[config.mk]
export PLATFORM = sky130hd
export DESIGN_NAME = parse_machine_flat
export DESIGN_NICKNAME = d
export VERILOG_FILES = /design/src/rtl/parse_machine_if.sv /design/src/rtl/parse_machine.sv /design/src/flat_wrapper.sv
export SDC_FILE = /design/constraint.sdc
export NUM_CORES = 1
export LEC_CHECK = 0
export CORE_AREA = 2 2 157 159
export CTS_BUF_LIST = sky130_fd_sc_hd__clkbuf_4
export DETAILED_ROUTE_END_ITERATION = 16
export DIE_AREA = 0 0 159 161
export PLACE_DENSITY = 0.91
export SLEW_MARGIN = 40
export SYNTH_ARGS = -nofsm -noshare
export SYNTH_HDL_FRONTEND = slang
export SYNTH_SLANG_ARGS = --single-unit
[constraint.sdc]
create_clock -name clk -period 3.6 [get_ports clk]
set_input_delay 0.72 -clock clk [delete_from_list [all_inputs] [get_ports clk]]
set_output_delay 0.72 -clock clk [all_outputs]
set_load 0.1 [all_outputs]
[src/rtl/parse_machine_if.sv]
// Byte-stream and machine-description interfaces shared by parse_machine and its consumer.
interface axi_stream_if #(
    parameter int DATA_WIDTH = 8
);
    logic [DATA_WIDTH-1:0] tdata;
    logic                  tvalid;
    logic                  tready;
    logic                  tlast;

    modport master (output tdata, output tvalid, output tlast, input tready);
    modport slave  (input tdata, input tvalid, input tlast, output tready);
endinterface

interface day10_input_if #(
    parameter int MAX_NUM_LIGHTS    = 16,
    parameter int MAX_NUM_BUTTONS   = 16,
    parameter int MAX_NUM_LIGHTS_W  = (MAX_NUM_LIGHTS <= 1) ? 1 : $clog2(MAX_NUM_LIGHTS + 1),
    parameter int MAX_NUM_BUTTONS_W = (MAX_NUM_BUTTONS <= 1) ? 1 : $clog2(MAX_NUM_BUTTONS + 1)
);
    logic [MAX_NUM_LIGHTS_W-1:0]  num_lights;
    logic [MAX_NUM_LIGHTS-1:0]    target_lights_arrangement;
    logic [MAX_NUM_BUTTONS_W-1:0] num_buttons;
    logic [MAX_NUM_LIGHTS-1:0]    buttons [MAX_NUM_BUTTONS];

    modport producer (output num_lights, output target_lights_arrangement,
                      output num_buttons, output buttons);
    modport consumer (input num_lights, input target_lights_arrangement,
                      input num_buttons, input buttons);
endinterface

[src/rtl/parse_machine.sv]
// Byte-serial parser turning one "[.#..] (i,j) {..}" line into a machine description.
// Optional malformed-line detection and SKIP recovery: define PARSE_MACHINE_ERROR_CHECK_EN.
module parse_machine #(
    parameter int MAX_NUM_LIGHTS    = 16,
    parameter int MAX_NUM_BUTTONS   = 16,
    parameter int MAX_NUM_LIGHTS_W  = (MAX_NUM_LIGHTS <= 1) ? 1 : $clog2(MAX_NUM_LIGHTS + 1),
    parameter int MAX_NUM_BUTTONS_W = (MAX_NUM_BUTTONS <= 1) ? 1 : $clog2(MAX_NUM_BUTTONS + 1),
    parameter int AXI_DATA_WIDTH    = 8
) (
    input  logic            clk,
    input  logic            rst_n,
    axi_stream_if.slave     data_in,
    day10_input_if.producer day10_input,
    output logic            machine_valid,
    input  logic            machine_accepted
`ifdef PARSE_MACHINE_ERROR_CHECK_EN
    ,
    output logic            parse_error
`endif
);
    localparam int IDX_W = MAX_NUM_LIGHTS_W + 1;

    localparam logic [7:0] CH_LBRK  = 8'h5B;
    localparam logic [7:0] CH_RBRK  = 8'h5D;
    localparam logic [7:0] CH_DOT   = 8'h2E;
    localparam logic [7:0] CH_HASH  = 8'h23;
    localparam logic [7:0] CH_LPAR  = 8'h28;
    localparam logic [7:0] CH_RPAR  = 8'h29;
    localparam logic [7:0] CH_COMMA = 8'h2C;
    localparam logic [7:0] CH_LBRC  = 8'h7B;
    localparam logic [7:0] CH_RBRC  = 8'h7D;
    localparam logic [7:0] CH_NL    = 8'h0A;
    localparam logic [7:0] CH_CR    = 8'h0D;
    localparam logic [7:0] CH_SP    = 8'h20;

`ifdef PARSE_MACHINE_ERROR_CHECK_EN
    typedef enum logic [2:0] {S_IDLE, S_LIGHTS, S_SEP, S_BUTTON, S_JOLT, S_EOL, S_VALID, S_SKIP} state_t;
    localparam bit     ERR_EN = 1'b1;
    localparam state_t S_DROP = S_SKIP;
`else
    typedef enum logic [2:0] {S_IDLE, S_LIGHTS, S_SEP, S_BUTTON, S_JOLT, S_EOL, S_VALID} state_t;
    localparam bit     ERR_EN = 1'b0;
    localparam state_t S_DROP = S_IDLE;
`endif

    state_t                       state_r, step_s, state_nxt_s;
    logic [AXI_DATA_WIDTH-1:0]    tdata_s;
    logic [7:0]                   byte_s;
    logic                         fire_s, is_digit_s, bad_s, err_hit_s, idx_ok_s;
    logic                         lights_full_s, buttons_full_s;
    logic [IDX_W+3:0]             idx_prod_s;
    logic [IDX_W-1:0]             idx_nxt_s, idx_r;
    logic [MAX_NUM_BUTTONS_W-1:0] btn_sel_s, num_buttons_r;
    logic [MAX_NUM_LIGHTS_W-1:0]  num_lights_r;
    logic [MAX_NUM_LIGHTS-1:0]    light_bit_s, idx_bit_s, target_r;
    logic [MAX_NUM_LIGHTS-1:0]    buttons_r [MAX_NUM_BUTTONS];
    logic                         btn_drop_r, tready_r, valid_r;

    assign tdata_s        = data_in.tdata;
    assign byte_s         = tdata_s[7:0];
    assign fire_s         = data_in.tvalid & tready_r;
    assign is_digit_s     = (byte_s >= 8'h30) && (byte_s <= 8'h39);
    assign idx_prod_s     = {4'b0000, idx_r} * (IDX_W+4)'(4'd10) + (IDX_W+4)'(byte_s[3:0]);
    assign idx_nxt_s      = (|idx_prod_s[IDX_W+3:IDX_W]) ? {IDX_W{1'b1}} : idx_prod_s[IDX_W-1:0];
    // An index is only meaningful for a light that was actually declared on this line.
    assign idx_ok_s       = idx_r < {1'b0, num_lights_r};
    assign lights_full_s  = num_lights_r >= MAX_NUM_LIGHTS_W'(MAX_NUM_LIGHTS);
    assign buttons_full_s = num_buttons_r >= MAX_NUM_BUTTONS_W'(MAX_NUM_BUTTONS);
    assign light_bit_s    = MAX_NUM_LIGHTS'(1'b1) << num_lights_r;
    assign idx_bit_s      = MAX_NUM_LIGHTS'(1'b1) << idx_r;
    assign btn_sel_s      = num_buttons_r - MAX_NUM_BUTTONS_W'(1'b1);
    assign err_hit_s      = bad_s || (data_in.tlast && (step_s == S_LIGHTS || step_s == S_BUTTON));

    // Byte-level transition and malformation decode, before end-of-line handling.
    always_comb begin
        step_s = state_r;
        bad_s  = 1'b0;
        case (state_r)
            S_IDLE: begin
                if (byte_s == CH_LBRK) step_s = S_LIGHTS;
                else bad_s = !(byte_s == CH_NL || byte_s == CH_SP || byte_s == CH_CR);
            end
            S_LIGHTS: begin
                if (byte_s == CH_DOT || byte_s == CH_HASH) bad_s = lights_full_s;
                else if (byte_s == CH_RBRK) step_s = S_SEP;
                else bad_s = 1'b1;
            end
            S_SEP: begin
                if (byte_s == CH_LPAR) begin
                    step_s = S_BUTTON;
                    bad_s  = buttons_full_s;
                end else if (byte_s == CH_LBRC) step_s = S_JOLT;
                else if (byte_s == CH_NL) step_s = S_VALID;
                else bad_s = (byte_s != CH_SP);
            end
            S_BUTTON: begin
                if (is_digit_s) bad_s = 1'b0;
                else if (byte_s == CH_COMMA) bad_s = !idx_ok_s;
                else if (byte_s == CH_RPAR) begin
                    step_s = S_SEP;
                    bad_s  = !idx_ok_s;
                end else bad_s = 1'b1;
            end
            S_JOLT: begin
                if (byte_s == CH_RBRC) step_s = S_EOL;
                else step_s = S_JOLT;
            end
            S_EOL: begin
                if (byte_s == CH_NL) step_s = S_VALID;
                else step_s = S_EOL;
            end
            default: begin
                step_s = state_r;
                bad_s  = 1'b0;
            end
        endcase
    end

    // Final next state: hand-off release, skip recovery, and tlast acting as end-of-line.
    always_comb begin
        if (state_r == S_VALID) state_nxt_s = machine_accepted ? S_IDLE : S_VALID;
        else if (!fire_s) state_nxt_s = state_r;
        else if (ERR_EN && state_r == S_DROP)
            state_nxt_s = (byte_s == CH_NL || data_in.tlast) ? S_IDLE : S_DROP;
        else if (ERR_EN && err_hit_s) state_nxt_s = data_in.tlast ? S_IDLE : S_DROP;
        else if (data_in.tlast && step_s != S_IDLE) state_nxt_s = S_VALID;
        else state_nxt_s = step_s;
    end

    // Control FSM with registered handshake outputs.
    always_ff @(posedge clk or negedge rst_n) begin
        if (!rst_n) begin
            state_r  <= S_IDLE;
            valid_r  <= 1'b0;
            tready_r <= 1'b0;
        end else begin
            state_r  <= state_nxt_s;
            valid_r  <= (state_nxt_s == S_VALID);
            tready_r <= (state_nxt_s != S_VALID);
        end
    end

    // Field capture: each accepted byte lands in its field in the same cycle.
    always_ff @(posedge clk or negedge rst_n) begin
        if (!rst_n) begin
            num_lights_r  <= '0;
            target_r      <= '0;
            num_buttons_r <= '0;
            idx_r         <= '0;
            btn_drop_r    <= 1'b0;
            for (int i = 0; i < MAX_NUM_BUTTONS; i++) buttons_r[i] <= '0;
        end else if (fire_s) begin
            case (state_r)
                S_IDLE: begin
                    if (byte_s == CH_LBRK) begin
                        num_lights_r  <= '0;
                        target_r      <= '0;
                        num_buttons_r <= '0;
                        idx_r         <= '0;
                        btn_drop_r    <= 1'b0;
                        for (int i = 0; i < MAX_NUM_BUTTONS; i++) buttons_r[i] <= '0;
                    end
                end
                S_LIGHTS: begin
                    if ((byte_s == CH_DOT || byte_s == CH_HASH) && !lights_full_s) begin
                        num_lights_r <= num_lights_r + MAX_NUM_LIGHTS_W'(1'b1);
                        if (byte_s == CH_HASH) target_r <= target_r | light_bit_s;
                    end
                end
                S_SEP: begin
                    if (byte_s == CH_LPAR) begin
                        idx_r <= '0;
                        if (buttons_full_s) btn_drop_r <= 1'b1;
                        else begin
                            num_buttons_r <= num_buttons_r + MAX_NUM_BUTTONS_W'(1'b1);
                            btn_drop_r    <= 1'b0;
                        end
                    end
                end
                S_BUTTON: begin
                    if (is_digit_s) idx_r <= idx_nxt_s;
                    else if (byte_s == CH_COMMA || byte_s == CH_RPAR) begin
                        idx_r <= '0;
                        if (!btn_drop_r && idx_ok_s) begin
                            for (int i = 0; i < MAX_NUM_BUTTONS; i++)
                                if (btn_sel_s == MAX_NUM_BUTTONS_W'(i))
                                    buttons_r[i] <= buttons_r[i] | idx_bit_s;
                        end
                    end
                end
                default: begin
                end
            endcase
        end
    end

`ifdef PARSE_MACHINE_ERROR_CHECK_EN
    logic parse_error_r;

    // Sticky malformed-line flag, cleared only by reset.
    always_ff @(posedge clk or negedge rst_n) begin
        if (!rst_n) parse_error_r <= 1'b0;
        else if (fire_s && state_r != S_SKIP && err_hit_s) parse_error_r <= 1'b1;
        else parse_error_r <= parse_error_r;
    end

    assign parse_error = parse_error_r;
`endif

    assign data_in.tready                        = tready_r;
    assign machine_valid                         = valid_r;
    assign day10_input.num_lights                = num_lights_r;
    assign day10_input.target_lights_arrangement = target_r;
    assign day10_input.num_buttons               = num_buttons_r;

    for (genvar g = 0; g < MAX_NUM_BUTTONS; g++) begin : g_btn
        assign day10_input.buttons[g] = buttons_r[g];
    end
endmodule

[src/flat_wrapper.sv]
// flat-port wrapper written by rule: the top's interface ports become plain ports
module parse_machine_flat 
#(
    parameter int MAX_NUM_LIGHTS    = 16,
    parameter int MAX_NUM_BUTTONS   = 16,
    parameter int MAX_NUM_LIGHTS_W  = (MAX_NUM_LIGHTS <= 1) ? 1 : $clog2(MAX_NUM_LIGHTS + 1),
    parameter int MAX_NUM_BUTTONS_W = (MAX_NUM_BUTTONS <= 1) ? 1 : $clog2(MAX_NUM_BUTTONS + 1),
    parameter int AXI_DATA_WIDTH    = 8
)
  (clk, rst_n, machine_valid, machine_accepted, data_in_tdata, data_in_tvalid, data_in_tlast, data_in_tready, day10_input_num_lights, day10_input_target_lights_arrangement, day10_input_num_buttons, day10_input_buttons);
  axi_stream_if #(.DATA_WIDTH(8)) data_in_i ();
  day10_input_if #(.MAX_NUM_LIGHTS(MAX_NUM_LIGHTS), .MAX_NUM_BUTTONS(MAX_NUM_BUTTONS), .MAX_NUM_LIGHTS_W(MAX_NUM_LIGHTS_W), .MAX_NUM_BUTTONS_W(MAX_NUM_BUTTONS_W)) day10_input_i ();
  input  logic clk;
  input  logic rst_n;
  output logic machine_valid;
  input  logic machine_accepted;
  input wire logic [$bits(data_in_i.tdata)-1:0] data_in_tdata;
  input wire logic [$bits(data_in_i.tvalid)-1:0] data_in_tvalid;
  input wire logic [$bits(data_in_i.tlast)-1:0] data_in_tlast;
  output wire logic [$bits(data_in_i.tready)-1:0] data_in_tready;
  output wire logic [$bits(day10_input_i.num_lights)-1:0] day10_input_num_lights;
  output wire logic [$bits(day10_input_i.target_lights_arrangement)-1:0] day10_input_target_lights_arrangement;
  output wire logic [$bits(day10_input_i.num_buttons)-1:0] day10_input_num_buttons;
  output wire logic [$bits(day10_input_i.buttons)-1:0] day10_input_buttons;
  assign data_in_i.tdata = data_in_tdata;
  assign data_in_i.tvalid = data_in_tvalid;
  assign data_in_i.tlast = data_in_tlast;
  assign data_in_tready = data_in_i.tready;
  assign day10_input_num_lights = day10_input_i.num_lights;
  assign day10_input_target_lights_arrangement = day10_input_i.target_lights_arrangement;
  assign day10_input_num_buttons = day10_input_i.num_buttons;
  assign day10_input_buttons = {>>{day10_input_i.buttons}};
  parse_machine #(.MAX_NUM_LIGHTS(MAX_NUM_LIGHTS), .MAX_NUM_BUTTONS(MAX_NUM_BUTTONS), .MAX_NUM_LIGHTS_W(MAX_NUM_LIGHTS_W), .MAX_NUM_BUTTONS_W(MAX_NUM_BUTTONS_W), .AXI_DATA_WIDTH(AXI_DATA_WIDTH)) u_core (.clk(clk), .rst_n(rst_n), .data_in(data_in_i), .day10_input(day10_input_i), .machine_valid(machine_valid), .machine_accepted(machine_accepted));
endmodule
==> results.yml <==
worst_hold_path:
  min_path_type: "register to register"
  hold_start: "u_core.day10_input.buttons[79]"
  whs_path_depth: 2
  min_to: "u_core.day10_input.buttons[79]"
route:
  dr.pass1.iters: 5
  wl_um: 36900
  wl_per_cell_um: 21.7
  drc: 0
  viasPerCell: 5.93
  initialDrtViolationCount: 1140
  antenna_left: 0
  via_count: 10086
place:
  hpwl_um: 25100
  io_buffers: 296
  placed_cell_area_um2: 14300
  place_congestion: 0.878
  dp_cells: 1568
synth:
  ys_seq_area_frac: 0.612
  syn-num-nets: 1018
  synth_cell_types: 55
  yosys-top-cells-area: "dfrtp_1 61%, a22o_1 18%, ha_1 2.7%"
  async_flop_share: 1.00
  yosysTopAreaCellShare: 0.612
  synthTopCellsByCount: "294 x dfrtp_1, 251 x a22o_1, 82 x clkbuf_1"
  synth-edff-count: 0
  yosysMostFrequentCell: "dfrtp_1"
  syn_avg_cell_area_um2: 12.3
  synth_top_area_cell: "dfrtp_1"
  syn-cell-area_um2: 12000
  ys.warnings.count: 0
  ys_ff_latch: 294
  synth_ff_type: "dfrtp_1"
  postSynthCellCount: 977
clock_tree:
  clock-sinks: 294
  htreeDepth: 3
  cts-root-buf: "clkbuf_4"
  clock_latency_ps: 730
  path_clk_slew_ps: 70
  cts_buffers: 75
  clock_path_buffers: 3
  cts_tree: "yes"
final_layout:
  drive_gt1_frac: 0.348
  fin_cells: 1701
  final_util: 0.637
  fillers: 1911
  post-route-cell-area_um2: 15300
  nNetsFinal: 1365
  syn_to_final_growth_pct: 27.0
timing:
  rsz0062_at_grt: "false"
  tns_ps: 0
  fin_skew_ps: 75.4
  hold_viol_final: 0
  min_period_over_period: 0.825
  clock.fmax_mhz: 337
  drv_slew: 0
  slew_headroom: 0.452
  layout_min_cycle_time_ps: 2970
  hold_ws_ps: 478
  tightest_slew_ps: 822
  setup_viol: 0
setup_path:
  crit_chain: "clkdlybuf4s50_1 -> or4b_1 -> or4_4 -> a221oi_2 -> nor4_2 -> a21oi_2 -> and3_1 -> o22ai_1"
  cp.required_ps: 4140
  path_delay_family: "simple AND/OR/NAND/NOR gates"
  endpoint_kind: "register"
  startpoint_type: "input port"
  crit_type: "input port to register"
  r2r_start: "u_core.idx_r[3]"
  cp_num_buf_inv: 1
  max_stage_delay_ps: 610
  worstRegToRegCells: 9
  worstPathMaxFanout: 7
  critPathArrivalTime_ps: 3510
  timing.rr.end: "u_core.idx_r[5]"
  regToRegSetupSlack_ps: 690
  cp_slowest_cell: "or4b_1"
global_routing:
  first_global_vias: 9871
  grt-ovfl-total: 0
  grt_use_total: 0.286
  grt_antenna_before_repair: 1
  grt_max_degree: 176
  grt_pass1_wl_um: 57000
die:
  die_y_um: 161
  start_util: 0.502
  std_cell_rows: 57
  die_w_um: 159
  core-area_um2: 24000
  die-area_um2: 25600
  ioPinCount: 297
pwr:
  power.density_nw_per_um2: 979
  p_sw_mw: 8.16
  leakage_nw: 8.19
  p_clk_frac: 0.183
  pwr-share-seq: 0.300
  swShare: 0.546
  ir_drop_uv: 648
  internal-power_mw: 6.78
  pwr-share-comb: 0.517
run_status:
  outcome: "finished clean"
job:
  drv_cap: 0
-- what timing repair did --
action                    4_1_cts  5_1_grt
buffers inserted                0        0
gates resized for setup         0        0
hold buffers                    0        1
hold endpoints to repair        0       54
-- cells in the final DEF, fill, tap and decap left out, types with 4 or more instances in the layout --
cell type,n
a21oi_1,32
a21oi_2,5
a22o_1,251
a31oi_1,9
and2_1,6
and3_1,6
buf_12,12
buf_2,272
buf_4,56
clkbuf_4,105
clkdlybuf4s50_1,11
clkinv_1,14
dfrtp_1,294
ha_1,26
inv_1,24
nand2_1,33
nand2b_1,7
nand3_1,8
nand4_1,11
nor2_1,54
nor2b_1,11
nor3_1,14
nor3_2,4
nor3b_1,5
nor4_1,9
o21a_1,4
o21ai_0,13
o22ai_1,9
o41ai_1,5
xnor2_1,5
-- logic make-up (layout without fill, tap and decap cells) --
| group | Yosys count | after routing | share of synthesized area |
|---|---|---|---|
| XOR/XNOR | 8 | 8 | 0.00583 |
| adder cells (fa/ha/maj) | 28 | 28 | 0.0304 |
| buffers and inverters | 108 | 507 | 0.0339 |
| other | 0 | 1 | 0 |
| multiplexers | 4 | 4 | 0.00343 |
| flip-flops | 294 | 294 | 0.612 |
| AND/OR/NAND/NOR | 188 | 188 | 0.0798 |
| AO/OA/AOI/OAI | 347 | 347 | 0.235 |
-- registers in the layout, indices dropped and copies added (netlist names) --
| name | count |
|---|---|
| u_core.btn_drop_r | 1 |
| u_core.idx_r | 6 |
| u_core.machine_valid | 1 |
| u_core.data_in.tready | 1 |
| u_core.day10_input.num_buttons | 5 |
| u_core.day10_input.target_lights_arrangement | 16 |
| u_core.state_r | 3 |
| u_core.day10_input.num_lights | 5 |
| u_core.day10_input.buttons | 256 |
-- area by class of cell --
type | instances | area, um2 | share of cell area
timing repair buffer | 354 | 2180 | 0.143
clock inverter | 24 | 128 | 0.00836
antenna | 1 | 2.50 | 0.000164
sequential | 294 | 7360 | 0.482
tap | 324 | 405 | 0.0266
clock buffer | 105 | 788 | 0.0516
multi-input combinational | 575 | 4310 | 0.282
inverter | 24 | 90.1 | 0.00590
-- metal layers --
layer | part of all wire | track usage | wire [um] | vias up
li1 | - | - | - | 4426
met1 | 0.41 | 0.384 | 15200 | 4986
met2 | 0.47 | 0.454 | 17500 | 573
met3 | 0.078 | 0.0624 | 2860 | 101
met4 | 0.037 | 0.129 | 1370 | 0
met5 | 0 | 0 | 0 | -
-- power groups by stage --
| stage | sequential, mW | clock [mW] | combinational, mW |
|---|---|---|---|
| 6_report | 4.49 | 2.73 | 7.72 |
| 5_1_grt | 4.56 | 2.96 | 8.00 |
| 4_1_cts | 4.47 | 2.79 | 7.72 |
| 2_1_floorplan | 8.69 | 0 | 1.84 |
| 3_3_place_gp | 4.52 | 0 | 8.14 |
| 3_5_place_dp | 4.52 | 0 | 7.70 |
-- per-stage QoR --
stage               total power [mW]  setup WS [ps]
finish                          14.9            631
global route                    15.5            430
global placement                12.7           45.1
floorplan                       10.5            322
detailed placement              12.2          -7.54
CTS                             15.0            713
-- worst min-delay path: stages, from the launching register on --
cell	delay, ps
dfrtp_1	340
nand2_1	40
o21ai_0	60
-- how the worst max path moves through the flow --
| stage | from | end | slack [ps] | depth (start not counted) |
|---|---|---|---|---|
| after detailed placement | data_in_tdata[1] | u_core.idx_r[5] | -8 | 8 |
| after floorplan | u_core.day10_input.num_lights[4] | u_core.day10_input.buttons[0] | 320 | 10 |
| final | data_in_tdata[1] | u_core.idx_r[5] | 630 | 8 |
| after global routing | u_core.day10_input.num_lights[4] | u_core.day10_input.buttons[211] | 430 | 10 |
| after CTS | data_in_tdata[1] | u_core.day10_input.num_buttons[0] | 710 | 8 |
| after global placement | data_in_tdata[1] | u_core.day10_input.num_buttons[2] | 50 | 8 |
Note: power is estimated with default switching activity, not from simulation.
